--- src/rtl/uart_pkg.sv ---
// Shared types and helpers for the UART transmit path.
package uart_pkg;

  typedef enum logic [1:0] {
    IDLE,
    START,
    DATA,
    STOP
  } tx_state_t;

  // Start bit + 8 data bits + stop bit.
  localparam int FRAME_BITS = 10;

  // Clocks per UART bit, truncated.
  function automatic int clks_per_bit(input int clk_hz, input int baud);
    return clk_hz / baud;
  endfunction

endpackage

--- src/rtl/uart_tx_serializer.sv ---
// 8N1 serializer: one start bit, eight data bits LSB first, one stop bit.
module uart_tx_serializer
  import uart_pkg::*;
#(
  parameter int CLKS_PER_BIT = 868
) (
  input  logic       clk,
  input  logic       rst,
  input  logic       start,
  input  logic [7:0] data,
  output logic       tx,
  output logic       busy,
  output logic       done
);

  localparam int CNT_W = (CLKS_PER_BIT > 1) ? $clog2(CLKS_PER_BIT) : 1;
  localparam logic [CNT_W-1:0] BAUD_LAST = CNT_W'(CLKS_PER_BIT - 1);

  tx_state_t        state_q, state_d;
  logic [CNT_W-1:0] baud_q, baud_d;
  logic [2:0]       bit_q, bit_d;
  logic [7:0]       shift_q, shift_d;
  logic             tx_q, tx_d;
  logic             busy_q, busy_d;
  logic             baud_end;

  assign baud_end = (baud_q == BAUD_LAST);

  // State, counters and registered line outputs.
  always_ff @(posedge clk) begin
    // NOTE: sequential state uses non-blocking assignments so every flop
    // samples the pre-edge value regardless of statement order.
    if (rst) begin
      state_q <= IDLE;
      baud_q  <= '0;
      bit_q   <= '0;
      shift_q <= '0;
      tx_q    <= 1'b1;
      busy_q  <= 1'b0;
    end else begin
      state_q <= state_d;
      baud_q  <= baud_d;
      bit_q   <= bit_d;
      shift_q <= shift_d;
      tx_q    <= tx_d;
      busy_q  <= busy_d;
    end
  end

  // Next-state logic: line level is computed one cycle ahead so tx is a flop.
  always_comb begin
    // NOTE: every variable gets a default first; a path that skips an
    // assignment would otherwise infer a latch.
    state_d = state_q;
    baud_d  = baud_q;
    bit_d   = bit_q;
    shift_d = shift_q;
    tx_d    = tx_q;
    done    = 1'b0;

    unique case (state_q)
      IDLE: begin
        tx_d = 1'b1;
        if (start) begin
          state_d = START;
          tx_d    = 1'b0;
          shift_d = data;
          baud_d  = '0;
          bit_d   = '0;
        end
      end
      START: begin
        if (baud_end) begin
          baud_d  = '0;
          state_d = DATA;
          tx_d    = shift_q[0];
        end else begin
          baud_d = baud_q + 1'b1;
        end
      end
      DATA: begin
        if (baud_end) begin
          baud_d  = '0;
          shift_d = shift_q >> 1;
          bit_d   = bit_q + 3'd1;
          if (bit_q == 3'd7) begin
            state_d = STOP;
            tx_d    = 1'b1;
          end else begin
            tx_d = shift_q[1];
          end
        end else begin
          baud_d = baud_q + 1'b1;
        end
      end
      STOP: begin
        if (baud_end) begin
          baud_d  = '0;
          state_d = IDLE;
          tx_d    = 1'b1;
          done    = 1'b1;
        end else begin
          baud_d = baud_q + 1'b1;
        end
      end
      default: state_d = IDLE;
    endcase

    busy_d = (state_d != IDLE);
  end

  assign tx   = tx_q;
  assign busy = busy_q;

endmodule

--- src/rtl/uart_tx_arbiter.sv ---
// Round-robin arbiter sharing one UART transmit line between byte producers,
// holding the grant across multi-byte packets.
module uart_tx_arbiter
  import uart_pkg::*;
#(
  parameter int NUM_REQ = 4,
  parameter int CLK_HZ  = 100_000_000,
  parameter int BAUD    = 115200
) (
  input  logic                       clk,
  input  logic                       rst,
  input  logic [NUM_REQ-1:0]         req_valid,
  input  logic [8*NUM_REQ-1:0]       req_data,
  input  logic [NUM_REQ-1:0]         req_last,
  output logic [NUM_REQ-1:0]         req_ready,
  output logic                       usb_tx,
  output logic                       busy,
  output logic [$clog2(NUM_REQ)-1:0] grant_id,
  output logic                       locked
);

  localparam int ID_W         = $clog2(NUM_REQ);
  localparam int CLKS_PER_BIT = clks_per_bit(CLK_HZ, BAUD);

  logic [NUM_REQ-1:0] ready_q;
  logic               start_q;
  logic [7:0]         data_q;
  logic [ID_W-1:0]    grant_q;
  logic [ID_W-1:0]    ptr_q;
  logic               locked_q;

  logic               ser_busy;
  logic               ser_done;
  logic [NUM_REQ-1:0] grant_mask;
  logic [NUM_REQ-1:0] eligible;
  logic [ID_W-1:0]    idx;
  logic [ID_W-1:0]    pick_idx;
  logic               pick_found;
  logic               can_accept;
  logic               accept;

  // Requester selection: first eligible one searching upward from ptr.
  always_comb begin
    grant_mask          = '0;
    grant_mask[grant_q] = 1'b1;
    eligible            = locked_q ? (req_valid & grant_mask) : req_valid;
    idx                 = '0;
    pick_idx            = '0;
    pick_found          = 1'b0;
    for (int k = 0; k < NUM_REQ; k++) begin
      idx = ID_W'((int'(ptr_q) + k) % NUM_REQ);
      if (!pick_found && eligible[idx]) begin
        pick_found = 1'b1;
        pick_idx   = idx;
      end
    end
    // The line is free when idle and no start is in flight, or on the
    // last stop-bit cycle so the next accept lands on the single idle cycle.
    can_accept = (!ser_busy && !start_q) || ser_done;
    accept     = can_accept && pick_found;
  end

  // Grant, lock and rotation pointer; req_ready is a one-cycle pulse.
  always_ff @(posedge clk) begin
    if (rst) begin
      ready_q  <= '0;
      start_q  <= 1'b0;
      data_q   <= '0;
      grant_q  <= '0;
      ptr_q    <= '0;
      locked_q <= 1'b0;
    end else begin
      ready_q <= '0;
      start_q <= accept;
      if (accept) begin
        ready_q[pick_idx] <= 1'b1;
        data_q            <= req_data[8*pick_idx +: 8];
        grant_q           <= pick_idx;
        if (req_last[pick_idx]) begin
          locked_q <= 1'b0;
          ptr_q    <= (pick_idx == ID_W'(NUM_REQ - 1)) ? '0 : pick_idx + 1'b1;
        end else begin
          locked_q <= 1'b1;
        end
      end
    end
  end

  uart_tx_serializer #(
    .CLKS_PER_BIT(CLKS_PER_BIT)
  ) u_ser (
    .clk  (clk),
    .rst  (rst),
    .start(start_q),
    .data (data_q),
    .tx   (usb_tx),
    .busy (ser_busy),
    .done (ser_done)
  );

  assign req_ready = ready_q;
  assign busy      = ser_busy;
  assign grant_id  = grant_q;
  assign locked    = locked_q;

endmodule

--- config.mk ---
export PLATFORM = sky130hd
export DESIGN_NAME = uart_tx_arbiter
export DESIGN_NICKNAME = d
export VERILOG_FILES = /design/src/rtl/uart_pkg.sv /design/src/rtl/uart_tx_serializer.sv /design/src/rtl/uart_tx_arbiter.sv
export SDC_FILE = /design/constraint.sdc
export NUM_CORES = 1
export LEC_CHECK = 0
export ABC_AREA = 1
export CORE_MARGIN = 10
export CORE_UTILIZATION = 28
export CTS_BUF_LIST = sky130_fd_sc_hd__clkbuf_4 sky130_fd_sc_hd__clkbuf_8
export CTS_CLUSTER_DIAMETER = 60
export DETAILED_ROUTE_END_ITERATION = 6
export GPL_TIMING_DRIVEN = 0
export PLACE_DENSITY = 0.48
export SYNTH_ARGS = -nofsm -noshare
export SYNTH_HDL_FRONTEND = slang
export SYNTH_SLANG_ARGS = --single-unit
--- constraint.sdc ---
create_clock -name clk -period 6.3 [get_ports clk]
set_clock_uncertainty 0.2 [all_clocks]
set_input_delay 0.63 -clock clk [delete_from_list [all_inputs] [get_ports clk]]
set_output_delay 0.63 -clock clk [all_outputs]
set_load 0.01 [all_outputs]
# Word level (Yosys, flattened, before mapping)

Index checks and enable logic that the tools add are counted.

Bits in registers: 43
Input bits: 42
Output and inout port bits: 9
Logic and storage cells: 108

$add $sub $neg: 6
$lt $le $gt $ge: 8
Equal/unequal tests: 10
Shift operators: 1
Mux-type cells: 48
Bitwise logic cells: 2
Reductions and logical operators: 21

Operators with widths:

| cell                                                               | number |
|---|---|
| variable part select 32 x 6 -> 8 bit                               | 1 |
| two-way mux 10 bit                                                 | 2 |
| two-way mux 2 bit                                                  | 10 |
| one-hot mux 10 bit (2 select lines)                                | 1 |
| two-way mux 1 bit                                                  | 19 |
| < comparator 2 x 3 -> 1 bit (second input constant)                | 6 |
| two-way mux 8 bit                                                  | 2 |
| one-hot mux 8 bit (2 select lines)                                 | 1 |
| adder 10 x 1 -> 10 bit (second input constant)                     | 1 |
| binary-select mux 1 bit (select 2 bit)                             | 5 |
| == test 10 bit (second input constant)                             | 1 |
| one-hot mux 2 bit (4 select lines)                                 | 1 |
| logical AND 1 bit                                                  | 7 |
| == test 2 bit (second input constant)                              | 3 |
| two-way mux 3 bit                                                  | 2 |
| inequality test 2 x 1 -> 1 bit (second input constant)             | 3 |
| one-hot mux 3 bit (2 select lines)                                 | 1 |
| AND reduction 3 bit                                                | 2 |
| logical NOT 1 bit                                                  | 5 |
| adder 2 x 1 -> 2 bit (second input constant)                       | 2 |
| adder 2 bit (second input constant)                                | 2 |
| AND 4 bit                                                          | 1 |
| demux 1 bit (select 2 bit)                                         | 2 |
| greater-or-equal comparator 2 x 1 -> 1 bit (second input constant) | 2 |
| 13 further kinds                                                   | 14 |

# Longest topological paths before layout

Gate-level depths: netlist of run 1.

Depth in word-level cells: 22
Depth in mapped cells: 18
Gate-level depth less buffers: 17

# By module

Synthesis of run 1 repeated with hierarchy kept, for this count alone.

Cells, all modules: 411
Area total of the unflattened synthesis: 2,721.4 µm²

Modules (own cells, without submodules):

| module             | instances | cells an instance | area each (µm²) | seq. area each (µm²) |
|---|---|---|---|---|
| uart_tx_arbiter    | 1         | 218               | 1,370.1         | 360.3 |
| uart_tx_serializer | 1         | 193               | 1,351.3         | 500.5 |

# Worst setup path before layout of run 1

No wires, ideal clock.

Kind: input port to flip-flop
Start point: in req_valid[3]
End point: reg ptr_q[1]
Setup time: 110 ps
Arrival time: 1,986 ps
Path slack: 4,004 ps
Stages: 12
Buffers on the path: 1
Cell sequence: nand3_1 -> nand3_1 -> nand2_1 -> nand4_2 -> nand3_4 -> inv_4 -> buf_6 -> ha_1 -> inv_1 -> nand4_1 -> nand2_1 -> nor2_1

Cells in the longest elaborated chain, start to end: 17
Elaborated cells between the ends (all ways): 31

RTL lines:

| item                                    | RTL line              | RTL |
|---|---|---|
| start: declaration                      | uart_tx_arbiter.sv:12 | `input logic [NUM_REQ-1:0] req_valid,` |
| AND 4 bit                               | uart_tx_arbiter.sv:46 | `eligible = locked_q ? (req_valid & grant_mask) : req_valid;` |
| two-way mux 4 bit *                     | uart_tx_arbiter.sv:46 |  |
| binary-select mux 1 bit (select 2 bit)  | uart_tx_arbiter.sv:52 | `if (!pick_found && eligible[idx]) begin` |
| two-way mux 1 bit (implied by the code) | uart_tx_arbiter.sv:52 |  |
| two-way mux 1 bit                       | uart_tx_arbiter.sv:52 |  |
| logical NOT 1 bit                       | uart_tx_arbiter.sv:52 |  |
| logical AND 1 bit                       | uart_tx_arbiter.sv:52 |  |
| two-way mux 1 bit                       | uart_tx_arbiter.sv:52 |  |
| [... 2 more ...]                        | n/a                   |  |
| two-way mux 1 bit                       | uart_tx_arbiter.sv:52 |  |
| logical NOT 1 bit                       | uart_tx_arbiter.sv:52 |  |
| logical AND 1 bit                       | uart_tx_arbiter.sv:52 |  |
| two-way mux 2 bit *                     | uart_tx_arbiter.sv:52 |  |
| net pick_idx[0]                         | uart_tx_arbiter.sv:37 | `logic [ID_W-1:0] pick_idx;` |
| binary-select mux 1 bit (select 2 bit)  | uart_tx_arbiter.sv:79 | `if (req_last[pick_idx]) begin` |
| two-way mux 1 bit (implied by the code) | uart_tx_arbiter.sv:79 |  |
| AND reduction 2 bit (no source line)    | n/a                   |  |
| end signal: assignment                  | uart_tx_arbiter.sv:81 | `ptr_q <= (pick_idx == ID_W'(NUM_REQ - 1)) ? '0 : pick_idx + 1'b1;` |
| end: declaration                        | uart_tx_arbiter.sv:29 | `logic [ID_W-1:0] ptr_q;` |

Mark *: on every way through the listed nets, which the timed path passes. The rest lies on a longest branch. The select of a mux whose other input is x is not followed.
A chain may end at the register's enable or synchronous reset.

# Final worst setup path of run 1

Same ends and word-level chain as after synthesis.

==> results_dict.tcl, run 1 <==
set metrics [dict create \
    dp_hpwl_mm 5.30 \
    netlist_instances 371 \
    vias_in_the_first_global_route 2401 \
    gp_congestion 0.767 \
    clockBufferDepth 2 \
    detailedRoute.firstPassIterationCount 4 \
    postSynth.topFlopCell "dfxtp_1" \
    post-route-min-period_ns 2.66 \
    floorplan.die_area_sq_um 13300 \
    synth_most_common_cell "nand2_1" \
    critPathMaxFanout 11 \
    clkTransAtPathRegs_ns 0.08 \
    worst-endpoint-arrival_ns 2.65 \
    synth.largest_area_cell "dfxtp_1" \
    worstSetupEndpointType "register" \
    synth.yosys.seq_area_share_pct 34.0 \
    detailed_place.area_sq_um 3170 \
    cp-start-kind "input pin" \
    power_per_cell_area_nw_per_um2 465 \
    grt_start_max_net_pins 13 \
    final_nets 477 \
    max_clock_freq_mhz 377 \
    cts_root_buf "clkbuf_8" \
    detailroute.via_count 2457 \
    clk-insertion-delay-late_ns 0.29 \
    cellLeakagePower_nw 1.41 \
    drt-vias-per-instance 4.58 \
    drt_wirelength_mm 6.62 \
    tightest_slew_ns 0.591 \
    cts_buffers 5 \
    hold_violations 0 \
    criticalPathCategory "input pin to register" \
    cts_tree "built" \
    cap_violations 0 \
    fp.dieH_um 115 \
    ctsResizeCount 0 \
    number_of_slew_limit_violations_in_the_final_report 0 \
    yosysUniqueCellTypes 33 \
    placementRows 34 \
    chipWidth_um 115 \
    initial_utilization_pct 28.9 \
    grt_first_pass_wirelength_mm 11.6 \
    core_sq_um 8760 \
    synthesis.nets 420 \
    post_cts_buffers 0 \
    timing.critical_path.required_ns 6.30 \
    netlist_area_sq_um 2530 \
    setup_repair_after_global_routing_missed_its_margin "false" \
    post-route-period-util_pct 42.1 \
    grt.total_usage_pct 10.6 \
    hold_buffers 0 \
    grt_antenna_before_repair 0 \
    io_pins 51 \
    detail_route.iter0.violations 118 \
    ys_async_sr_fraction_pct 0 \
    routedWlPerCell_um 12.3 \
    cts.htree.levels 2 \
    synthDominantCellAreaShare_pct 34.0 \
    peakVddDrop_mv 0.194 \
    setup_violations 0 \
    outcome "complete, no violations" \
    share_of_post_route_cells_with_drive_strength_above_1_pct 11.7 \
    synth-warning-count 0 \
    max-slew-margin-rel_pct 60.5 \
    holdCritPathClass "register to register" \
    synth.cells.most_frequent "84 x nand2_1, 48 x nor2_1, 44 x inv_1" \
    cts.sink_count 43 \
    syn-mean-instance-area_sq_um 6.83 \
    placement.io_buffers 50 \
    final_cell_area_sq_um 3260 \
    ys_ff_latch 43 \
    drtAntennaViolNets 0 \
    diodes 0 \
    areaGrowthSynthToFinish_pct 28.6 \
    grt.overflow.total 0 \
    tns_ns 0 \
    synth_top_cells_by_area "dfxtp_1 34%, nand2_1 12%, nor2_1 7.1%, inv_1 6.5%, nand3_1 5.9%" \
    post-route-drc-count 0 \
    synth-edff-count 0 \
]
==> per-layer routing <==
layer  wire (um)  vias to the layer above  track usage, %  part of all wire (%)
li1            -                     1324               -                     -
met1        3170                     1083            13.6                    48
met2        2940                       44            16.3                    44
met3         424                        6            3.75                   6.4
met4          82                        0            2.97                   1.2
met5           0                        -               0                     0
==> sequential cells by signal, indices dropped and copies added (netlist names) <==
name	count
u_ser.shift_q	8
start_q	1
u_ser.bit_q	3
u_ser.baud_q	10
req_ready	4
u_ser.tx	1
data_q	8
u_ser.state_q	2
locked	1
grant_id	2
u_ser.busy	1
ptr_q	2
==> per-stage QoR <==
step / setup slack, ns / instances / util [%] / hold slack [ns] / total power [mW]
after global routing: 3.46 / 537 / 37.2 / 0.301 / 1.70
final: 3.64 / 537 / 37.2 / 0.263 / 1.52
after floorplan: 4.00 / 371 / - / 0.240 / 1.11
after global placement: 3.32 / 529 / 36.2 / 0.249 / 1.36
after detailed placement: 3.32 / 529 / 36.2 / 0.248 / 1.36
after CTS: 3.64 / 537 / 37.2 / 0.270 / 1.54
==> final timing paths <==
| check | start | endpoint | slack [ns] | cells past startpoint |
|---|---|---|---|---|
| setup reg to reg | ptr_q[0] | ptr_q[1] | 3.79 | 14 |
| hold / removal | u_ser.tx | u_ser.tx | 0.26 | 2 |
| hold reg to reg | u_ser.tx | u_ser.tx | 0.26 | 2 |
| setup / recovery | req_valid[3] | ptr_q[1] | 3.64 | 13 |
==> report_power, final <==
| group | switching, mW | internal, mW |
|---|---|---|
| Combinational | 0.570 | 0.367 |
| Clock | 0.0918 | 0.0865 |
| Sequential | 0.0496 | 0.351 |
==> cell families (layout without fill, tap and decap cells) <==
family                   Yosys count  after routing  synth area share, %
AO/OA/AOI/OAI                     69             69                 17.4
XOR/XNOR                           1              1                0.642
adder cells (fa/ha/maj)            7              7                 3.45
buffers and inverters             61            119                 10.6
flip-flops                        43             43                 34.0
AND/OR/NAND/NOR                  190            190                 33.9
==> layout make-up <==
| cell class | count | area, sq um |
|---|---|---|
| Inverter | 50 | 193 |
| Sequential cell | 43 | 861 |
| Clock inverter | 1 | 5.00 |
| Multi-Input combinational cell | 267 | 1410 |
| Buffer | 11 | 76.3 |
| Tap cell | 108 | 135 |
| Fill cell | 967 | 5500 |
| Timing Repair Buffer | 50 | 500 |
| Clock buffer | 7 | 83.8 |
==> cells in the final DEF, fill, tap and decap left out, types with 5 or more instances in the layout <==
cell type / count
clkdlybuf4s50_1: 50
inv_1: 44
nor2_2: 9
o21ai_1: 11
nor2_1: 48
ha_1: 7
a21oi_1: 14
dfxtp_1: 43
clkbuf_8: 5
o21ai_0: 21
nand2_1: 84
nand3_1: 30
o211ai_2: 8
a31oi_1: 7
==> worst max-delay path, stage by stage <==
cell,delay (ns)
clkdlybuf4s50_1,0.42
nand3_1,0.13
nand3_1,0.09
nand2_1,0.20
nand4_2,0.24
nand3_4,0.18
inv_4,0.07
buf_6,0.16
ha_1,0.29
inv_1,0.05
nand4_1,0.08
nand2_1,0.07
nor2_1,0.04
Note: power is estimated with default switching activity, not from simulation.
==> run 2, diff against run 1 <==
==> constraint.sdc (replaced) <==
create_clock -name clk -period 2.7 [get_ports clk]
set_clock_uncertainty 0.2 [all_clocks]
set_input_delay 0.27 -clock clk [delete_from_list [all_inputs] [get_ports clk]]
set_output_delay 0.27 -clock clk [all_outputs]
set_load 0.01 [all_outputs]
==> run 2 against run 1 <==
Effect of this change:
- sequential share of layout area barely moved
- worst hold slack unchanged
- flip-flop and latch count unchanged
- utilization up 0.071 points
- via count hardly changed
- wire length is essentially flat
- setup slack got worse by 3.4 ns
- clock power up 130%
- final cell count did not move
- clock-buffer cell count did not move
- critical path depth is 2 higher
- largest power group unchanged
==> results_dict.tcl, run 2 (synthesis gave the netlist of run 1 again) <==
set metrics [dict create \
    peakVddDrop_mv 0.452 \
    clk-insertion-delay-late_ns 0.29 \
    cellLeakagePower_nw 1.41 \
    setup_violations 0 \
    grt_first_pass_wirelength_mm 11.6 \
    seqCellArea_sq_um 862 \
    detailroute.via_count 2459 \
    max-slew-margin-rel_pct 60.5 \
    ctsResizeCount 0 \
    worstSetupEndpointType "register" \
    top_flop_regs "u_ser.baud_q: 10 flops, data_q: 8 flops, u_ser.shift_q: 8 flops" \
    clkTransAtPathRegs_ns 0.08 \
    grt.overflow.total 0 \
    drt-vias-per-instance 4.58 \
    post-route-period-util_pct 90.5 \
    cts.htree.levels 2 \
    grt.total_usage_pct 10.6 \
    placementRows 34 \
    routed-wl-met2_mm 2.94 \
    post-route-min-period_ns 2.44 \
    share_of_post_route_cells_with_drive_strength_above_1_pct 12.1 \
    detail_route.iter0.violations 123 \
    timing.critical_path.required_ns 2.70 \
    placement.io_buffers 50 \
    setup_repair_after_global_routing_missed_its_margin "false" \
    met1_length_mm 3.17 \
    core_sq_um 8760 \
    grt_start_max_net_pins 13 \
    cap_violations 0 \
    max_clock_freq_mhz 409 \
    highest-signal-layer "met4" \
    power_per_cell_area_nw_per_um2 1080 \
    final_cell_area_sq_um 3270 \
    number_of_flip_flops_in_the_largest_register 10 \
    routedWlPerCell_um 12.3 \
    worstReg2RegStart "grant_id[1]" \
    hold_buffers 0 \
    drt_wirelength_mm 6.62 \
    cts_tree "built" \
    holdCritPathClass "register to register" \
    tns_ns 0 \
    post-route-drc-count 0 \
    floorplan.die_area_sq_um 13300 \
    detailed_place.area_sq_um 3170 \
    finalCoreUtilization_pct 37.3 \
    vias_in_the_first_global_route 2401 \
    number_of_slew_limit_violations_in_the_final_report 0 \
    worst-endpoint-arrival_ns 2.44 \
    tightest_slew_ns 0.591 \
    holdPathStages 2 \
    post_cts_buffers 0 \
    chipWidth_um 115 \
    cp-start-kind "register" \
    r2r_setup_slack_ns 0.26 \
    final_cell_mix "83 x nand2_1, 50 x clkdlybuf4s50_1, 48 x nor2_1" \
    criticalPathCategory "register to register" \
    critPathMaxFanout 11 \
    r2r-end "ptr_q[1]" \
    cts_root_buf "clkbuf_8" \
    area_occupied_by_multi_input_gates_sq_um 1410 \
    outcome "complete, no violations" \
    clockBufferDepth 2 \
    drtAntennaViolNets 0 \
    gp_congestion 0.767 \
    io_pins 51 \
    fill_cells 965 \
    cts_buffers 5 \
    hold_violations 0 \
    initial_utilization_pct 28.9 \
    diodes 0 \
    final_nets 477 \
    grt_antenna_before_repair 0 \
    min-delay-start "u_ser.tx" \
    dp_hpwl_mm 5.30 \
    rr_worst_depth 15 \
    areaGrowthSynthToFinish_pct 28.8 \
    detailedRoute.firstPassIterationCount 4 \
    cts.sink_count 43 \
    max_flop_register "u_ser.baud_q" \
    timing.hold.worst_endpoint "u_ser.tx" \
    fp.dieH_um 115 \
    dr_wl_met3_um 428 \
    final_common_cell "nand2_1" \
]
==> run 2: power by group <==
group / switching [mW] / internal [mW]
sequential: 0.116 / 0.819
combinational: 1.33 / 0.860
clock: 0.214 / 0.202
==> run 2: how the worst max path moves through the flow <==
stage / cells past startpoint / end / start / slack, ns
after floorplan: 15 / ptr_q[1] / grant_id[0] / 0.46
after global routing: 9 / u_ser.bit_q[1] / u_ser.state_q[1] / 0.01
after CTS: 14 / ptr_q[1] / ptr_q[0] / 0.17
final: 15 / ptr_q[1] / grant_id[1] / 0.26
after global placement: 13 / ptr_q[1] / req_valid[3] / 0.08
after detailed placement: 13 / ptr_q[1] / req_valid[1] / 0.08
==> run 2: metal layers <==
| layer | global-route usage [%] | vias to the layer above |
|---|---|---|
| met3 | 3.75 | 6 |
| met2 | 16.3 | 45 |
| li1 | - | 1324 |
| met5 | 0 | - |
| met4 | 2.97 | 0 |
| met1 | 13.6 | 1084 |
==> run 2: through the flow <==
| stage | std cells | setup WS [ns] | power, mW | hold WS [ns] |
|---|---|---|---|---|
| 2_1_floorplan | 371 | 0.456 | 2.59 | 0.240 |
| 3_3_place_gp | 529 | 0.0844 | 3.16 | 0.249 |
| 3_5_place_dp | 529 | 0.0848 | 3.17 | 0.248 |
| 4_1_cts | 537 | 0.167 | 3.59 | 0.270 |
| 5_1_grt | 537 | 0.0103 | 3.97 | 0.301 |
| 6_report | 537 | 0.258 | 3.54 | 0.263 |
==> run 2: worst max-delay path: stages (launching register included) <==
cell     delay, ns
dfxtp_1       0.45
inv_1         0.06
nand2_1       0.05
nand2_1       0.06
nand3_1       0.11
nand3_1       0.10
nand2_2       0.13
nand4_2       0.22
nand3_4       0.18
inv_4         0.07
buf_6         0.16
ha_1          0.29
inv_1         0.05
nand4_1       0.08
nand2_1       0.07
nor2_1        0.04
==> run 2: layout make-up <==
type                            instances  area share [%]
Multi-Input combinational cell        267            43.1
Sequential cell                        43            26.4
Timing Repair Buffer                   50            15.3
Inverter                               50            5.90
Tap cell                              108            4.14
Clock buffer                            7            2.57
Buffer                                 11            2.41
Clock inverter                          1           0.153
